===== config.mk =====
export PLATFORM = sky130hd
export DESIGN_NAME = jtgng_layer_mixer
export DESIGN_NICKNAME = d
export VERILOG_FILES = /design/src/rtl/jtgng_mix_pkg.sv /design/src/rtl/jtgng_mix_palram.sv /design/src/rtl/jtgng_layer_mixer.sv
export SDC_FILE = /design/constraint.sdc
export NUM_CORES = 2
export LEC_CHECK = 0
export CORE_ASPECT_RATIO = 0.9
export CORE_MARGIN = 4
export CORE_UTILIZATION = 40
export DETAILED_ROUTE_END_ITERATION = 16
export HOLD_SLACK_MARGIN = 0.12
export PLACE_DENSITY_LB_ADDON = 0.1
export REMOVE_ABC_BUFFERS = 1
export SYNTH_ARGS = -nofsm -noshare
export SYNTH_HDL_FRONTEND = slang
export SYNTH_HIERARCHICAL = 1
export SYNTH_SLANG_ARGS = --single-unit

===== constraint.sdc =====
create_clock -name clk -period 6.65 [get_ports clk]
set_input_delay 1.33 -clock clk [delete_from_list [all_inputs] [get_ports clk]]
set_output_delay 1.33 -clock clk [all_outputs]
set_load 0.02 [all_outputs]

===== src/rtl/jtgng_mix_pkg.sv =====
// Shared definitions for the layer mixer: FSM states, transparent pen and
// the highest-set-bit helper used for default layer priority.
package jtgng_mix_pkg;

    typedef enum logic {
        CLEAR = 1'b0,
        RUN   = 1'b1
    } mix_state_t;

    localparam logic [3:0] TRANSP_PEN = 4'hF;

    // Index of the highest set bit; an all-zero mask maps to 0 (the backdrop)
    function automatic logic [2:0] hibit(input logic [7:0] mask);
        logic [2:0] r;
        r = 3'd0;
        for (int i = 0; i < 8; i++)
            if (mask[i]) r = i[2:0];
        return r;
    endfunction

endpackage


===== src/rtl/jtgng_mix_palram.sv =====
// Simple dual-port RAM: write port on every clk, registered read port
// gated by cen. Read-first: a same-cycle write returns the previous data.
module jtgng_mix_palram #(
    parameter int AW = 8,
    parameter int DW = 12
) (
    input  logic          clk,
    input  logic          cen,
    input  logic          we,
    input  logic [AW-1:0] waddr,
    input  logic [DW-1:0] din,
    input  logic [AW-1:0] raddr,
    output logic [DW-1:0] dout
);

    logic [DW-1:0] mem [2**AW];

    always_ff @(posedge clk) begin
        if (we)  mem[waddr] <= din;
        if (cen) dout       <= mem[raddr];
    end

endmodule


===== src/rtl/jtgng_layer_mixer.sv =====
// Parametrised multi-layer colour mixer: priority resolve, palette lookup,
// blanking. Optional CPU priority table enabled by JTGNG_MIX_PRIORAM_EN.
module jtgng_layer_mixer
    import jtgng_mix_pkg::*;
#(
    parameter  int LAYERS = 4,
    parameter  int PXLW   = 6,
    parameter  int COLW   = 4,
    localparam int LW     = $clog2(LAYERS),
    localparam int PALW   = LW + PXLW,
    localparam int PALDW  = 3 * COLW
) (
    input  logic                   clk,
    input  logic                   rst_n,
    input  logic                   cen,
    input  logic                   LHBL,
    input  logic                   LVBL,
    input  logic [LAYERS*PXLW-1:0] pxl_in,
    input  logic [LAYERS-1:0]      layer_en,
    input  logic                   pal_we,
    input  logic [PALW-1:0]        pal_addr,
    input  logic [PALDW-1:0]       pal_din,
`ifdef JTGNG_MIX_PRIORAM_EN
    input  logic                   prio_we,
    input  logic [LAYERS-1:0]      prio_addr,
    input  logic [LW-1:0]          prio_din,
`endif
    output logic [COLW-1:0]        red,
    output logic [COLW-1:0]        green,
    output logic [COLW-1:0]        blue,
    output logic                   LHBL_dly,
    output logic                   LVBL_dly,
    output logic                   ready
);

`ifdef JTGNG_MIX_PRIORAM_EN
    localparam int CW = (LAYERS > PALW) ? LAYERS : PALW;
`else
    localparam int CW = PALW;
`endif
    localparam int NSEL = 2**LW;

    mix_state_t    st;
    logic [CW-1:0] clr_cnt;
    logic          clearing;

    assign clearing = (st == CLEAR);

    // Clear walker: one address per clk, independent of cen
    always_ff @(posedge clk or negedge rst_n) begin
        if (!rst_n) begin
            st      <= CLEAR;
            clr_cnt <= '0;
            ready   <= 1'b0;
        end else begin
            case (st)
                CLEAR: begin
                    clr_cnt <= clr_cnt + 1'b1;
                    if (clr_cnt == {CW{1'b1}}) begin
                        st    <= RUN;
                        ready <= 1'b1;
                    end
                end
                RUN:     ready <= 1'b1;
                default: st    <= CLEAR;
            endcase
        end
    end

    logic             pal_wr_we;
    logic [PALW-1:0]  pal_wr_addr;
    logic [PALDW-1:0] pal_wr_din;

    always_comb begin
        pal_wr_we   = pal_we;
        pal_wr_addr = pal_addr;
        pal_wr_din  = pal_din;
        if (clearing) begin
            pal_wr_we   = 32'(clr_cnt) < (1 << PALW);
            pal_wr_addr = clr_cnt[PALW-1:0];
            pal_wr_din  = '0;
        end
    end

    // S1: input capture
    logic [LAYERS*PXLW-1:0] pxl_s1;
    logic [LAYERS-1:0]      en_s1;
    logic                   hb_s1, vb_s1;

    always_ff @(posedge clk or negedge rst_n) begin
        if (!rst_n) begin
            pxl_s1 <= '0;
            en_s1  <= '0;
            hb_s1  <= 1'b0;
            vb_s1  <= 1'b0;
        end else if (cen) begin
            pxl_s1 <= pxl_in;
            en_s1  <= layer_en;
            hb_s1  <= LHBL;
            vb_s1  <= LVBL;
        end
    end

    // S2: opaque mask and per-layer effective codes
    logic [LAYERS-1:0] opaque;
    logic [PXLW-1:0]   code_nx [NSEL];

    always_comb begin
        opaque = '0;
        for (int i = 0; i < NSEL; i++) code_nx[i] = '0;
        opaque[0]  = 1'b1;
        code_nx[0] = en_s1[0] ? pxl_s1[0 +: PXLW] : '0;
        for (int i = 1; i < LAYERS; i++) begin
            opaque[i]  = en_s1[i] && (pxl_s1[i*PXLW +: 4] != TRANSP_PEN);
            code_nx[i] = pxl_s1[i*PXLW +: PXLW];
        end
    end

    logic [PXLW-1:0] code_s2 [NSEL];
    logic [LW-1:0]   win_s2;
    logic            hb_s2, vb_s2;

    always_ff @(posedge clk or negedge rst_n) begin
        if (!rst_n) begin
            for (int i = 0; i < NSEL; i++) code_s2[i] <= '0;
            hb_s2 <= 1'b0;
            vb_s2 <= 1'b0;
        end else if (cen) begin
            for (int i = 0; i < NSEL; i++) code_s2[i] <= code_nx[i];
            hb_s2 <= hb_s1;
            vb_s2 <= vb_s1;
        end
    end

`ifdef JTGNG_MIX_PRIORAM_EN
    logic              prio_wr_we;
    logic [LAYERS-1:0] prio_wr_addr;
    logic [LW-1:0]     prio_wr_din;

    // Cleared entries hold the same answer as the fixed priority
    always_comb begin
        prio_wr_we   = prio_we;
        prio_wr_addr = prio_addr;
        prio_wr_din  = prio_din;
        if (clearing) begin
            prio_wr_we   = 32'(clr_cnt) < (1 << LAYERS);
            prio_wr_addr = clr_cnt[LAYERS-1:0];
            prio_wr_din  = LW'(hibit(8'(clr_cnt[LAYERS-1:0])));
        end
    end

    jtgng_mix_palram #(.AW(LAYERS), .DW(LW)) u_prio (
        .clk   (clk),
        .cen   (cen),
        .we    (prio_wr_we),
        .waddr (prio_wr_addr),
        .din   (prio_wr_din),
        .raddr (opaque),
        .dout  (win_s2)
    );
`else
    always_ff @(posedge clk or negedge rst_n) begin
        if (!rst_n)   win_s2 <= '0;
        else if (cen) win_s2 <= LW'(hibit(8'(opaque)));
    end
`endif

    // S3: palette read, blanking aligned to the read data
    logic [PALW-1:0]  pal_raddr;
    logic [PALDW-1:0] pal_dout;
    logic             show;

    assign pal_raddr = {win_s2, code_s2[win_s2]};

    jtgng_mix_palram #(.AW(PALW), .DW(PALDW)) u_pal (
        .clk   (clk),
        .cen   (cen),
        .we    (pal_wr_we),
        .waddr (pal_wr_addr),
        .din   (pal_wr_din),
        .raddr (pal_raddr),
        .dout  (pal_dout)
    );

    always_ff @(posedge clk or negedge rst_n) begin
        if (!rst_n) begin
            LHBL_dly <= 1'b0;
            LVBL_dly <= 1'b0;
        end else if (cen) begin
            LHBL_dly <= hb_s2;
            LVBL_dly <= vb_s2;
        end
    end

    // RAM output is not reset, so colour is gated by the reset-cleared flags
    assign show = ready & LHBL_dly & LVBL_dly;
    assign {red, green, blue} = show ? pal_dout : '0;

endmodule


### Yosys cells after proc, flatten, opt, wreduce, memory -nomap -nowiden

Memories as Yosys holds them, arrays and structs flattened. A register that Yosys moved wholly into a read port is not among the register bits.
Cells that the tools add are included.

| storage, ports and cells | value |
|---|---|
| flip-flop bits (word level) | 70 |
| input port bits | 54 |
| output and inout port bits | 15 |
| memory bits (writable) | 3072 |
| latch bits | 0 |
| memory bits (read-only) | 0 |
| word-level logic and storage cells | 48 |
| memories | 1 |

| operators by class | value |
|---|---|
| multiply operators | 0 |
| magnitude comparators | 1 |
| equality and inequality tests | 5 |
| mux-type cells | 17 |
| bitwise logic cells | 4 |
| reductions and logical operators | 3 |
| div/mod/pow operators | 0 |
| add/sub/neg operators | 1 |
| shift operators | 0 |

Memories:

| memory | depth | bits a word | rd ports | clocked after Yosys merged registers in | write ports | RTL line | RTL |
|---|---|---|---|---|---|---|---|
| u_pal.mem | 256 | 12 | 1 | 1 | 1 | jtgng_mix_palram.sv:16 | `logic [DW-1:0] mem [2**AW];` |

Operators with widths:

| kind | count |
|---|---|
| 2-to-1 mux 12 bit | 2 |
| 2-to-1 mux 6 bit | 3 |
| binary-select mux 6 bit (select 2 bit) | 1 |
| inequality test 4 bit, second input constant | 3 |
| adder 8 x 1 -> 8 bit, second input constant | 1 |
| == test 8 bit, second input constant | 1 |
| 2-to-1 mux 8 bit | 1 |
| 2-to-1 mux 1 bit | 7 |
| 2-to-1 mux 2 bit | 2 |
| >= comparator 3 bit, second input constant | 1 |
| logical AND 1 bit | 3 |
| inverter 2 -> 3 bit | 1 |
| AND 1 bit | 2 |
| inequality test 2 x 1 -> 1 bit, second input constant | 1 |
| case mux 1 bit (2 select lines) | 1 |
| inverter 1 bit | 1 |

### Longest topological paths before layout

| depth | value |
|---|---|
| depth after elaboration | 5 |
| gate-level depth with buffers | 13 |
| mapped depth without buffers | 7 |

### By module

Netlist, hierarchy kept.

Modules (own cells, without submodules):

| module | cells an instance | instances | area an instance (sq um) |
|---|---|---|---|
| jtgng_mix_palram | 5506 | 1 | 118752.6 |
| jtgng_layer_mixer | 227 | 1 | 3145.5 |

### Worst setup path after synthesis

Ideal clock, no wire load.

| timing | value |
|---|---|
| kind | input to register |
| start point | input port pal_din[0] |
| end point | memory u_pal.mem[0][0], data pin |
| path slack | 1.226 ns |
| data required time | 5.783 ns |
| stages | 1 |
| arrival | 4.557 ns |
| cells stage by stage | and2_1 |

| between the ends | value |
|---|---|
| word-level cells in the longest chain between the ends | 1 |

Ends and longest elaborated chain:

| what | RTL line | RTL |
|---|---|---|
| start: declaration | jtgng_layer_mixer.sv:22 | `input logic [PALDW-1:0] pal_din,` |
| 2-to-1 mux 12 bit | jtgng_layer_mixer.sv:78 | `if (clearing) begin` |
| end: declaration | jtgng_mix_palram.sv:16 |  |

No other way between the ends.

### Worst setup path in the final report

| timing | value |
|---|---|
| start point | register win_s2[1] |
| end point | register u_pal.dout[0], read port of u_pal.mem, data pin |

| between the ends | value |
|---|---|
| word-level cells in the longest chain between the ends | 4 |

Ends and longest elaborated chain:

| what | RTL line | RTL |
|---|---|---|
| start: declaration | jtgng_layer_mixer.sv:120 | `logic [LW-1:0] win_s2;` |
| start signal: assignment | jtgng_layer_mixer.sv:164 | `else if (cen) win_s2 <= LW'(hibit(8'(opaque)));` |
| inverter 2 -> 3 bit (implied by the code) | jtgng_layer_mixer.sv:173 | `assign pal_raddr = {win_s2, code_s2[win_s2]};` |
| binary-select mux 6 bit (select 2 bit) | jtgng_layer_mixer.sv:173 |  |
| 2-to-1 mux 6 bit (implied by the code) (2 in series) | jtgng_layer_mixer.sv:173 |  |
| named net pal_raddr[0] | jtgng_layer_mixer.sv:169 | `logic [PALW-1:0] pal_raddr;` |
| end: declaration | jtgng_mix_palram.sv:13 | `output logic [DW-1:0] dout` |

The timed path passes the listed nets, and every way through them passes these cells. The select of a mux whose other input is x is not followed.
A chain may end at the register's enable or synchronous reset.

==> metrics.txt <==
Via density=5.82; clock latency on the worst-skew pair=940 ps; Achievable Freq=177 MHz; switch share=26.5%; slowest stage cell, crit path=mux4_4; cts repair resizes=0; die width=590 um; # nets final=6237; Max Cap Viol=0; crit-path most repeated cell=buf_4; total power=46.7 mW; cell chain of the critical path=buf_4 > mux4_4 > buf_12 > buf_4 > mux4_2 > a22oi_1 > a21oi_1 > nor3_1 > buf_4 > a2bb2oi_1 > and3b_1; die area=314000 um2; Crit Path Max Fanout=75; via count=61300; RePlAce Congestion=0.832; worst-margin pin slew=1410 ps; final hold slack=329 ps; WP buf/inv=4; Die Ht=532 um; DRC viols=0; first-pass GRT wire length=492000 um; CTS Buffer Depth=4; initial antenna violation count=23; Port-buffer cells=68; final non-filler cell total=10500; top post-synthesis cells by area=edfxtp_1 76%, mux4_2 12%, mux2i_1 1.8%; flops & latches, synth=3154; Setup crit start kind=flop; CTS clk-pin slew, worst paths=60 ps; kind of critical path=flop to flop; Layout area overhead=14.6%; status=complete, no violations; async set-reset flop share out of synthesis=2.22%; Cell variety after synth=72; internal power=34.3 mW; largest net degree at the start of global routing=177; Seq/Total Area, Yosys=77.4%; sequential share of power=46.4%; Arrival @ worst endpoint=6310 ps; clock root cell=clkbuf_16; GR Util All Layers=22.2%; Post-synth EDFFs=3084; Hold WC Path Type=input port to asynchronous set/reset pin; Slew Viols, Final=0; grt met2 use=32.4%; Routed Antenna Nets=0; core area=304000 um2; Psw=12.4 mW; CTS H-tree lvls=5; DRT Wirelength=355000 um; top_reg_cell synth=edfxtp_1; fillcell total=25600; max_slew headroom=5.00%; postcts setup bufs=0; RSZ-0062 raised after global routing=false; Tcrit/Tclk final=85.0%; Power Density=334 nW/um2; Inserted Clock Buffers=332; Static Leak=36.4 nW; Initial Utilization=40.1%; post-synth top area share=76.0%; Combinational Power Share=14.5%; DRT iter0 DRCs=7471; Cells after DPL=9921; Avg Inst Size Synth=21.3 um2; CTS Hold Bufs=0; share of post-route cells with drive strength above 1=25.8%; share of total power in the clock network=39.1%; fin worst setup slack=997 ps; Netlist Area Pre-Place=122000 um2; first-pass iteration count of the detailed router=6; Layout Utilization=46.0%; Synth Instances=5733; row cnt=192; grt ovf=0; Syn. warnings=6; # clock sinks=3154; CTS tree=built; Routed WL per cell=33.7 um; fin crit period=5650 ps; WP data required=7310 ps; family with the most delay on the worst path=buffers and inverters; I/O Pins=69; Setup WS pre-CTS=716 ps; met3 usage in global routing=4.43%; Largest stage delay, worst path=840 ps; Layout Skew=55.8 ps; Final setup viols=0; Hold Fails Final Rpt=0; post-synth top area cell=edfxtp_1; maximum vdd drop=203 uV; DP Wirelength=218000 um; busiest grt layer=met1; global routing usage on met1=34.5%; CP endpoint kind=flop; vias in the first global route=60100
-- layout by cell type (no fill, tap or decap), types with 14 or more instances in the layout --
master,count
o21ai_0,41
o22ai_1,88
nor3_1,33
clkinv_1,66
a221oi_1,19
clkinv_2,62
o221ai_1,53
nand2_1,48
buf_12,38
mux4_2,638
bufinv_16,32
and2_1,14
nor2_1,303
a22o_1,19
buf_4,363
nand3_1,30
a211oi_1,20
edfxtp_1,3084
a22oi_1,215
mux2i_1,223
clkbuf_16,335
a31oi_1,16
clkdlybuf4s50_1,66
clkbuf_1,61
a21oi_1,123
mux2_2,84
nor2b_1,33
dfrtp_1,70
nor4_1,28
nand4_1,15
-- final timing paths --
path / depth (start not counted) / end / start / slack (ps)
max in group asynchronous: 2 / code_s2[22] / rst_n / 5270
hold reg to reg: 1 / hb_s2 / hb_s1 / 470
setup reg to reg: 11 / u_pal/dout[0] / win_s2[1] / 1000
hold / removal: 1 / LVBL_dly / rst_n / 330
setup / recovery: 11 / u_pal/dout[0] / win_s2[1] / 1000
min in group clk: 1 / hb_s2 / hb_s1 / 470
-- cells by family (layout without fill, tap and decap cells) --
kind of cell | after synthesis | after routing | synth area share (%)
other | 0 | 9 | 0
XOR/XNOR | 7 | 7 | 0.0503
AND/OR/NAND/NOR | 599 | 599 | 2.36
adder cells (fa/ha/maj) | 1 | 1 | 0.0103
multiplexers | 960 | 960 | 14.6
AO/OA/AOI/OAI | 650 | 650 | 3.71
flip-flops | 3154 | 3154 | 77.4
buffers and inverters | 362 | 1072 | 1.88
-- layout make-up --
class                           instances  area [um2]  area share [%]
Multi-Input combinational cell       2217       25400            18.2
Antenna cell                            9        22.5          0.0161
Timing Repair Buffer                  467        4150            2.97
Sequential cell                      3154       94400            67.6
Inverter                               10        37.5          0.0269
Clock buffer                          396        8610            6.17
Tap cell                             4074        5100            3.65
Clock inverter                        199        1970            1.41
-- per-stage QoR --
stage	cell area, um2	setup TNS [ps]
final	140000	0
after global routing	140000	0
after CTS	140000	0
after detailed placement	129000	0
after global placement	129000	0
after floorplan	120000	-173140
-- cell usage after synthesis (5+ instances only) --
cell and n:
edfxtp_1 3084, mux4_2 642, nor2_1 306, mux2i_1 223, a22oi_1 215, clkbuf_1 156, a21oi_1 123, o22ai_1 88
mux2_2 84, buf_2 80, dfrtp_1 70, o221ai_1 53, nand2_1 49, o21ai_0 41, nand3_1 39, buf_6 38
nor2b_1 37, nor3_1 34, nor4_1 34, buf_4 33, and2_1 28, a211oi_1 20, a221oi_1 19, a22o_1 19
a31oi_1 16, buf_12 16, buf_1 15, nand4_1 15, buf_8 14, nand2b_1 11, o32ai_1 11, inv_1 9
and3_1 7, and3b_1 7, mux2_1 7, or2_2 6, a311oi_1 5, o31ai_1 5
-- sequential cells by signal, summed over array words and instances (netlist names), 2 cells and up --
signal	cells
win_s2	2
u_pal/dout	12
clr_cnt	8
code_s2	24
u_pal/mem	3072
pxl_s1	24
en_s1	4
-- power groups by stage --
stage	Clock [mW]	Sequential, mW	Combinational [mW]
after detailed placement	0	22.1	6.78
final	18.3	21.7	6.75
after CTS	18.7	21.7	6.79
after global placement	0	22.1	6.77
after floorplan	0	22.0	4.33
after global routing	19.5	21.7	7.06
-- metal layers --
layer	wire length, um	vias up	share of wire [%]
met5	0	-	0
met4	7840	0	2.2
met3	29600	405	8.3
met2	157000	2488	44
met1	160000	33300	45
li1	-	25000	-
No activity file was read; power rests on OpenSTA's default activity.
